**src/rtl/tsu_sched_pkg.sv**
```systemverilog
// Shared types and constants for the tsu timestamp scheduler.
//   sched_state_e : scheduler FSM states
//   sched_rsp_t   : response payload (id, phase, err), sized for the widest build
//   *_DEF         : default counter widths and cycle counts
package tsu_sched_pkg;

  localparam int unsigned RSP_ID_BITS    = 4;   // covers NREQ up to 16
  localparam int unsigned RSP_PHASE_BITS = 64;  // covers any practical RAT_PREC_BITS

  localparam int unsigned GAP_BITS_DEF = 16;
  localparam int unsigned TMO_BITS_DEF = 16;
  localparam logic [GAP_BITS_DEF-1:0] GAP_CYCS_DEF = GAP_BITS_DEF'(8);
  localparam logic [TMO_BITS_DEF-1:0] TMO_CYCS_DEF = TMO_BITS_DEF'(1024);

  typedef enum logic [2:0] {
    ST_WAIT_LOCK,
    ST_IDLE,
    ST_MARK,
    ST_WAIT_PH,
    ST_GAP
  } sched_state_e;

  typedef struct packed {
    logic [RSP_ID_BITS-1:0]    id;
    logic [RSP_PHASE_BITS-1:0] phase;
    logic                      err;
  } sched_rsp_t;

endpackage

```
**src/rtl/rr_arb.sv**
```systemverilog
// Round-robin priority picker.
//   i_req    : request vector
//   i_adv    : advance pointer past i_adv_id this cycle
//   i_adv_id : id just served
//   o_any_c  : some request is pending (combinational)
//   o_pick_c : first requester at or after the pointer, with wrap (combinational)
module rr_arb #(
  parameter int unsigned NREQ    = 4,
  parameter int unsigned ID_BITS = $clog2(NREQ)
) (
  input  logic               clk,
  input  logic               rst,
  input  logic [NREQ-1:0]    i_req,
  input  logic               i_adv,
  input  logic [ID_BITS-1:0] i_adv_id,
  output logic               o_any_c,
  output logic [ID_BITS-1:0] o_pick_c
);

  localparam int unsigned SW = ID_BITS + 1;

  logic [ID_BITS-1:0] r_ptr;
  logic [SW-1:0]      w_idx;

  // Scan upward from the pointer; one extra bit keeps the wrap arithmetic exact.
  always_comb begin
    o_any_c  = 1'b0;
    o_pick_c = '0;
    w_idx    = '0;
    for (int k = 0; k < NREQ; k++) begin
      w_idx = {1'b0, r_ptr} + SW'(k);
      if (w_idx >= SW'(NREQ)) w_idx = w_idx - SW'(NREQ);
      if (!o_any_c && i_req[w_idx[ID_BITS-1:0]]) begin
        o_any_c  = 1'b1;
        o_pick_c = w_idx[ID_BITS-1:0];
      end
    end
  end

  // Pointer moves just past the served requester.
  always_ff @(posedge clk) begin
    if (rst) begin
      r_ptr <= '0;
    end else if (i_adv) begin
      r_ptr <= (i_adv_id == ID_BITS'(NREQ - 1)) ? '0 : i_adv_id + ID_BITS'(1);
    end
  end

endmodule

```
**src/rtl/tsu_ts_sched.sv**
```systemverilog
// Shares one tsu phase-measurement path among NREQ timestamp requesters.
//   i_req/o_gnt        : level requests, one-cycle one-hot grant (marker issue cycle)
//   i_locked           : tsu tracking valid; gates all issue
//   i_gap_cycs         : min cycles from result/timeout to next marker
//   i_tmo_cycs         : result timeout, 0 = wait forever
//   o_mark             : one-cycle marker command
//   i_phase/i_phase_v  : tsu phase result
//   o_rsp_*            : tagged response, err on timeout or lock loss
//   o_busy             : a marker transaction is in flight
module tsu_ts_sched
  import tsu_sched_pkg::*;
#(
  parameter int unsigned NREQ          = 4,
  parameter int unsigned ID_BITS       = $clog2(NREQ),
  parameter int unsigned RAT_PREC_BITS = 32,
  parameter int unsigned GAP_BITS      = GAP_BITS_DEF,
  parameter int unsigned TMO_BITS      = TMO_BITS_DEF
) (
  input  logic                     clk,
  input  logic                     rst,
  input  logic [NREQ-1:0]          i_req,
  output logic [NREQ-1:0]          o_gnt,
  input  logic                     i_locked,
  input  logic [GAP_BITS-1:0]      i_gap_cycs,
  input  logic [TMO_BITS-1:0]      i_tmo_cycs,
  output logic                     o_mark,
  input  logic [RAT_PREC_BITS-1:0] i_phase,
  input  logic                     i_phase_v,
  output logic                     o_rsp_v,
  output logic [ID_BITS-1:0]       o_rsp_id,
  output logic [RAT_PREC_BITS-1:0] o_rsp_phase,
  output logic                     o_rsp_err,
  output logic                     o_busy
);

  sched_state_e       r_state;
  logic [ID_BITS-1:0] r_id;
  logic [NREQ-1:0]    r_gnt;
  logic               r_mark;
  logic               r_busy;
  logic               r_rsp_v;
  sched_rsp_t         r_rsp;
  logic [TMO_BITS-1:0] r_tmo;
  logic [GAP_BITS-1:0] r_gap;

  logic               w_any;
  logic [ID_BITS-1:0] w_pick;
  logic               w_adv;
  logic               w_rsp_unused;

  assign w_adv = (r_state == ST_MARK);

  rr_arb #(
    .NREQ    (NREQ),
    .ID_BITS (ID_BITS)
  ) u_arb (
    .clk      (clk),
    .rst      (rst),
    .i_req    (i_req),
    .i_adv    (w_adv),
    .i_adv_id (r_id),
    .o_any_c  (w_any),
    .o_pick_c (w_pick)
  );

  // Scheduler FSM; every output is a register updated here.
  always_ff @(posedge clk) begin
    if (rst) begin
      r_state <= ST_WAIT_LOCK;
      r_id    <= '0;
      r_gnt   <= '0;
      r_mark  <= 1'b0;
      r_busy  <= 1'b0;
      r_rsp_v <= 1'b0;
      r_rsp   <= '0;
      r_tmo   <= '0;
      r_gap   <= '0;
    end else begin
      r_gnt   <= '0;
      r_mark  <= 1'b0;
      r_rsp_v <= 1'b0;
      case (r_state)
        ST_WAIT_LOCK: begin
          if (i_locked) r_state <= ST_IDLE;
        end
        ST_IDLE: begin
          if (!i_locked) begin
            r_state <= ST_WAIT_LOCK;
          end else if (w_any) begin
            // Grant and marker are raised so they are visible during MARK.
            r_id    <= w_pick;
            r_gnt   <= NREQ'(1) << w_pick;
            r_mark  <= 1'b1;
            r_busy  <= 1'b1;
            r_state <= ST_MARK;
          end
        end
        ST_MARK: begin
          r_tmo   <= i_tmo_cycs;
          r_state <= ST_WAIT_PH;
        end
        ST_WAIT_PH: begin
          if (i_phase_v) begin
            r_rsp_v <= 1'b1;
            r_rsp   <= '{id: RSP_ID_BITS'(r_id), phase: RSP_PHASE_BITS'(i_phase), err: 1'b0};
            r_gap   <= i_gap_cycs;
            r_state <= ST_GAP;
          end else if (!i_locked) begin
            r_rsp_v <= 1'b1;
            r_rsp   <= '{id: RSP_ID_BITS'(r_id), phase: '0, err: 1'b1};
            r_busy  <= 1'b0;
            r_state <= ST_WAIT_LOCK;
          end else if (r_tmo != '0 && r_tmo <= TMO_BITS'(2)) begin
            // Fires so the error response lands i_tmo_cycs cycles after the marker.
            r_rsp_v <= 1'b1;
            r_rsp   <= '{id: RSP_ID_BITS'(r_id), phase: '0, err: 1'b1};
            r_gap   <= i_gap_cycs;
            r_state <= ST_GAP;
          end else if (r_tmo != '0) begin
            r_tmo <= r_tmo - TMO_BITS'(1);
          end
        end
        ST_GAP: begin
          // max(i_gap_cycs,1) cycles spent here.
          if (!i_locked) begin
            r_busy  <= 1'b0;
            r_state <= ST_WAIT_LOCK;
          end else if (r_gap <= GAP_BITS'(1)) begin
            r_busy  <= 1'b0;
            r_state <= ST_IDLE;
          end else begin
            r_gap <= r_gap - GAP_BITS'(1);
          end
        end
        default: begin
          r_busy  <= 1'b0;
          r_state <= ST_WAIT_LOCK;
        end
      endcase
    end
  end

  assign o_gnt       = r_gnt;
  assign o_mark      = r_mark;
  assign o_busy      = r_busy;
  assign o_rsp_v     = r_rsp_v;
  assign o_rsp_id    = r_rsp.id[ID_BITS-1:0];
  assign o_rsp_phase = r_rsp.phase[RAT_PREC_BITS-1:0];
  assign o_rsp_err   = r_rsp.err;

  // Payload is sized for the widest build; upper bits stay zero.
  assign w_rsp_unused = ^r_rsp;

endmodule

```
**config.mk**
```make
export PLATFORM = sky130hd
export DESIGN_NAME = tsu_ts_sched
export DESIGN_NICKNAME = d
export VERILOG_FILES = /design/src/rtl/tsu_sched_pkg.sv /design/src/rtl/rr_arb.sv /design/src/rtl/tsu_ts_sched.sv
export SDC_FILE = /design/constraint.sdc
export NUM_CORES = 1
export LEC_CHECK = 0
export ABC_AREA = 1
export BUFFER_PORTS_ARGS = -buffer_cell sky130_fd_sc_hd__buf_4
export CAP_MARGIN = 0
export CORE_MARGIN = 3
export CORE_UTILIZATION = 58
export DETAILED_ROUTE_END_ITERATION = 8
export GPL_ROUTABILITY_DRIVEN = 0
export PLACE_DENSITY = 0.86
export SLEW_MARGIN = 5
export SYNTH_ARGS = -nofsm -noshare
export SYNTH_HDL_FRONTEND = slang
export SYNTH_SLANG_ARGS = --single-unit
```
**constraint.sdc**
```tcl
create_clock -name clk -period 4.7 [get_ports clk]
set_input_delay 0.235 -clock clk [delete_from_list [all_inputs] [get_ports clk]]
set_output_delay 0.235 -clock clk [all_outputs]
set_load 0.01 [all_outputs]
```
; After elaboration in Yosys (flattened, before gate mapping)
; Index checks and enable logic that the tools add are counted.
; Widths: inputs -> output; s select.
[word_totals]
inputBits = 72
regBits = 81
output_inout_bits = 42
wordCells = 135
[op_classes]
muxes = 55
n_shift = 1
n_reduce_logical = 21
bitwise_logic = 5
magnitude_cmp = 10
addsub = 10
n_eq_ne = 21
[op_table]
columns = op, count
row1 = $mux 67, 3
row2 = $mux 16, 9
row3 = $pmux 16 s2, 2
row4 = $sub 16x1->16 const B, 2
row5 = $mux 3, 8
row6 = $mux 1, 18
row7 = $mux 2, 9
row8 = $ne 2x2->1 const B, 9
row9 = $le 16x1->1 const B, 1
row10 = $le 16x2->1 const B, 1
row11 = $reduce_bool 16->1, 1
row12 = $pmux 3 s5, 1
row13 = $lt 2x3->1 const B, 4
row14 = $reduce_and 5->1, 2
row15 = $ge 3x3->1 const B, 3
row16 = $ne 3x3->1 const B, 3
row17 = $bmux 1 s2, 4
row18 = $sub 2x1->2 const B, 4
row19 = $add 2x2->3 const B, 2
row20 = $eq 3x2->1 const B, 2
row21 = $reduce_and 6->1, 1
row22 = $not 1->1, 5
row23 = $logic_and 1x1->1, 4
row24 = $ne 4x4->1 const B, 1
row25 = 20 further kinds, 24

; Depth between registers and ports, before layout
[depth]
word_depth = 17
ltp_mapped = 13

; Cells and area by module
; A second synthesis with hierarchy kept.
[hier_totals]
cells_unflattened = 719
area_unflattened_um2 = 4506.8
[by_module_without_submodules]
columns = mod, area_per_inst_um2, seq_area_each_um2, cells_each, n_inst
row1 = tsu_ts_sched, 4135.2, 1581.5, 651, 1
row2 = rr_arb, 371.6, 40.0, 68, 1

; Worst setup path before layout
; OpenSTA, ideal clock, no wires.
[synth_path]
path_kind = flip-flop to flip-flop
startpoint = register r_tmo[0]
endpoint = register r_rsp, in the netlist o_rsp_phase[22]
setup_time_ns = 0.140
required_ns = 4.560
slack_ns = 3.101
path_stages_with_launch = 14
n_path_buf = 1
period_less_slack_ns = 1.599
arrival_time_ns = 1.459
path_cell_list = dfxtp_1 > inv_1 > ha_1 > inv_1 > nand2_1 > nor2_1 > nand3_2 > nand2_1 > nand2_1 > nand2_1 > inv_2 > buf_2 > nand2_1 > a21oi_1
[synth_via]
elab_chain_cells = 4
[synth_rtl]
columns = item, line
row1 = "start, declared", tsu_ts_sched.sv:43  ; logic [TMO_BITS-1:0] r_tmo;
row2 = "start signal, assigned", tsu_ts_sched.sv:99  ; r_tmo <= i_tmo_cycs;
row3 = "start signal, assigned", tsu_ts_sched.sv:120  ; r_tmo <= r_tmo - TMO_BITS'(1);
row4 = $le 16x2->1 or $reduce_bool 16->1 (tied branches), tsu_ts_sched.sv:113  ; end else if (r_tmo != '0 && r_tmo <= TMO_BITS'(2)) begin
row5 = $logic_and 1x1->1 (*), tsu_ts_sched.sv:113
row6 = $ne 3x1->1 (no source line) (*), n/a
row7 = $reduce_and 2->1 (no source line) (*), n/a
row8 = "end signal, assigned", tsu_ts_sched.sv:105  ; r_rsp <= '{id: RSP_ID_BITS'(r_id), phase: RSP_PHASE_BITS'(i_phase), err: 1'b0};
row9 = "end signal, assigned", tsu_ts_sched.sv:110  ; r_rsp <= '{id: RSP_ID_BITS'(r_id), phase: '0, err: 1'b1};
row10 = "end signal, assigned", tsu_ts_sched.sv:116  ; r_rsp <= '{id: RSP_ID_BITS'(r_id), phase: '0, err: 1'b1};
row11 = "end, declared", tsu_ts_sched.sv:42  ; sched_rsp_t r_rsp;
; Every way passes the cells marked *; elsewhere a longest branch is shown, timed or not.
; A chain may end at the register's enable or synchronous reset.

; Worst setup path in the final report
[layout_path]
startpoint = register r_state[0]
endpoint = register r_rsp, in the netlist o_rsp_phase[8]
[layout_via]
elab_chain_cells = 2
[layout_rtl]
columns = item, line
row1 = "start, declared", tsu_ts_sched.sv:36  ; sched_state_e r_state;
row2 = "start signal, assigned", tsu_ts_sched.sv:69  ; r_state <= ST_WAIT_LOCK;
row3 = "start signal, assigned", tsu_ts_sched.sv:84  ; if (i_locked) r_state <= ST_IDLE;
row4 = "start signal, assigned", tsu_ts_sched.sv:88  ; r_state <= ST_WAIT_LOCK;
row5 = $eq 3x2->1, tsu_ts_sched.sv:82  ; case (r_state)
row6 = $reduce_and 2->1 (no source line), n/a
; No other way between the ends.

==> qor.yml <==
worstPathRequired_ps: 4930
layout_setup_ws_ps: 2195
multi_input_area_um2: 2535
synth_warnings: 0
leakagePower_nw: 2.592
fin_crit_sh: 0.5329
max_cap_viol_count: 0
yosysSeqAreaShare: 0.3606
max_freq_mhz: 399.3
drv_slew: 0
p_int_mw: 1.097
p_comb_frac: 0.196
slew-limit-headroom: 0.4720
wl_per_cell_um: 12.95
die_height_um: 94.05
start_util: 0.6102
viasPerCell: 5.334
syn_inst: 675
peakVddDrop_uv: 203.0
nFillCells: 596
hold_path.class: "input pin to flop"
antenna_found_initial: 0
finalSetupViolCount: 0
port_buffers: 113
postCtsHoldBufs: 0
start_kind: "flop"
ctsResizeCount: 0
design_area_um2: 5538
finalSetupTns_ps: 0
final_common_cell: "nand2_1"
core-area_um2: 7370
nets: 852
rr_endpoint: "o_rsp_phase[8]$_SDFFE_PP0P_"
place_ws_ps: 2211
grt_max_degree: 58
diodes: 0
drive_above_1_share: 0.2478
die_w_um: 94.05
status: "completed"
seqCellArea_um2: 1622
ant_nets: 0
wirelength_um: 11370
placed_area_um2: 5328
hold_depth: 3
netlist_top_cells_area: "dfxtp_1, nand2_1, nor2_1"
clkPwrFrac: 0.347
yosysUniqueCellTypes: 40
r2r_cells: 7
pwr-share-seq: 0.458
syn_area_um2: 4497
critPathKind: "flop to flop"
yosysTopAreaCell: "dfxtp_1"
layout_common_cells: "nand2_1, buf_4, dfxtp_1"
critPathArrivalTime_ps: 2740
switchingPower_uw: 473.6
first_iter_violations: 241
min-delay-start: "i_phase[12]"
clkSlewWorstSetupHoldPaths_ps: 100
cts_buffer_depth: 2
area_delta_synth_final_pct: 23.15
dp_hpwl_um: 8155
whs_endpoint: "o_rsp_phase[12]$_SDFFE_PP0P_"
grt_pass1_wl_um: 18720
synth_top_area_share: 0.3606
avgSynthCellArea_um2: 6.662
grt_pass1_vias: 4389
end_kind: "flop"
clock_latency_ps: 370
drtPass1Iterations: 4
num_rows: 31
fin_worst_skew_ps: 21.95
drcViolationCount: 0
cts_max_level: 3
powerDensity_nw_per_um2: 283.7
ys_ff_latch: 81
synth_nets: 753
rsz0062_at_grt: "no"
rr_startpoint: "r_state[0]$_SDFFE_PP0P_"
crit_fanout: 35
tightest_slew_ps: 790.1
reg2reg_setup_slack_ps: 2200
grt_overflow_total: 0
hold_viol: 0
io_pins: 114
grt_usage: 0.2615
cts-buffers-inserted: 9
timing.final.crit_period_ps: 2505
post_cts_buffers: 0
cts_tree: "yes"
dieArea_um2: 8845
clock_tree.root_cell: "clkbuf_8"
clock-sinks: 81
num_vias: 4683
switching_share: 0.3015
[power groups by stage]
stage	clock network [mW]	registers (mW)	logic (mW)
floorplan	0	0.732	0.213
global placement	0	0.734	0.294
detailed placement	0	0.734	0.301
CTS	0.547	0.719	0.305
global route	0.577	0.721	0.348
finish	0.545	0.719	0.307
[worst max path at each step]
stage,from,to,slack [ps]
3_3_place_gp,r_state[0]$_SDFFE_PP0P_,o_rsp_id[1]$_SDFFE_PP0P_,2310
3_5_place_dp,r_state[0]$_SDFFE_PP0P_,o_rsp_phase[1]$_SDFFE_PP0P_,2210
6_report,r_state[0]$_SDFFE_PP0P_,o_rsp_phase[8]$_SDFFE_PP0P_,2200
5_1_grt,r_state[0]$_SDFFE_PP0P_,o_rsp_phase[21]$_SDFFE_PP0P_,1940
2_1_floorplan,r_tmo[0]$_SDFFE_PP0P_,o_rsp_phase[22]$_SDFFE_PP0P_,3100
4_1_cts,r_state[0]$_SDFFE_PP0P_,o_rsp_phase[8]$_SDFFE_PP0P_,2200
[kinds of logic after synthesis]
| logic type | synth area share |
|---|---|
| multiplexers | 0.004452 |
| flip-flops | 0.3606 |
| AO/OA/AOI/OAI | 0.1528 |
| buffers and inverters | 0.07568 |
| AND/OR/NAND/NOR | 0.3667 |
| XOR/XNOR | 0.02309 |
| adder cells (fa/ha/maj) | 0.01669 |
[registers in the layout (all words and copies together) (netlist names), 2 cells and up]
signal and count:
o_rsp_phase 32, r_gap 16, r_tmo 16, o_gnt 4, r_state 3, o_rsp_id 2
r_id 2, u_arb.r_ptr 2
[worst max-delay path, cell delays in order (launching register included)]
cell,delay (ps)
dfxtp_1,410
nand3_2,430
nor2_4,780
inv_2,120
nand2_1,160
inv_2,240
nand2_1,140
a21oi_1,80
[Yosys cell counts (all sizes together)]
cell / n
nand2: 244
nand4: 6
dfxtp: 81
a21oi: 71
o211ai: 1
ha: 6
nor3: 5
xor2: 5
o21bai: 2
mux2i: 2
and2: 1
xnor2: 6
nor2: 88
o31ai: 1
inv: 53
o22ai: 1
o21ai: 39
nand3b: 1
nor4: 1
nand3: 34
a31oi: 1
buf: 13
or2: 1
clkbuf: 12
[area by class of cell]
class                           instances  share of cell area
Clock buffer                           10             0.02485
Clock inverter                          6             0.01310
Inverter                               53             0.03592
Multi-Input combinational cell        516              0.4577
Sequential cell                        81              0.2928
Tap cell                               99             0.02237
Timing Repair Buffer                  113              0.1532
[metrics by stage]
step	hold WS (ps)	util	total power, mW	std cells
global placement	439.9	0.7229	1.027	862
global route	103.4	0.7514	1.647	878
floorplan	382.4	-	0.9450	675
CTS	107.8	0.7514	1.570	878
finish	114.2	0.7514	1.571	878
detailed placement	444.6	0.7229	1.036	862
[per-layer routing]
layer | wire length, µm | vias to the layer above | track usage | share of wire
met1 | 4736 | 2166 | 0.3090 | 0.42
met5 | 0 | - | 0 | 0
met2 | 5800 | 148 | 0.4613 | 0.51
met3 | 591 | 25 | 0.05208 | 0.052
met4 | 243 | 0 | 0.1047 | 0.021
li1 | - | 2344 | - | -
Power figures use the tool's default switching activity.
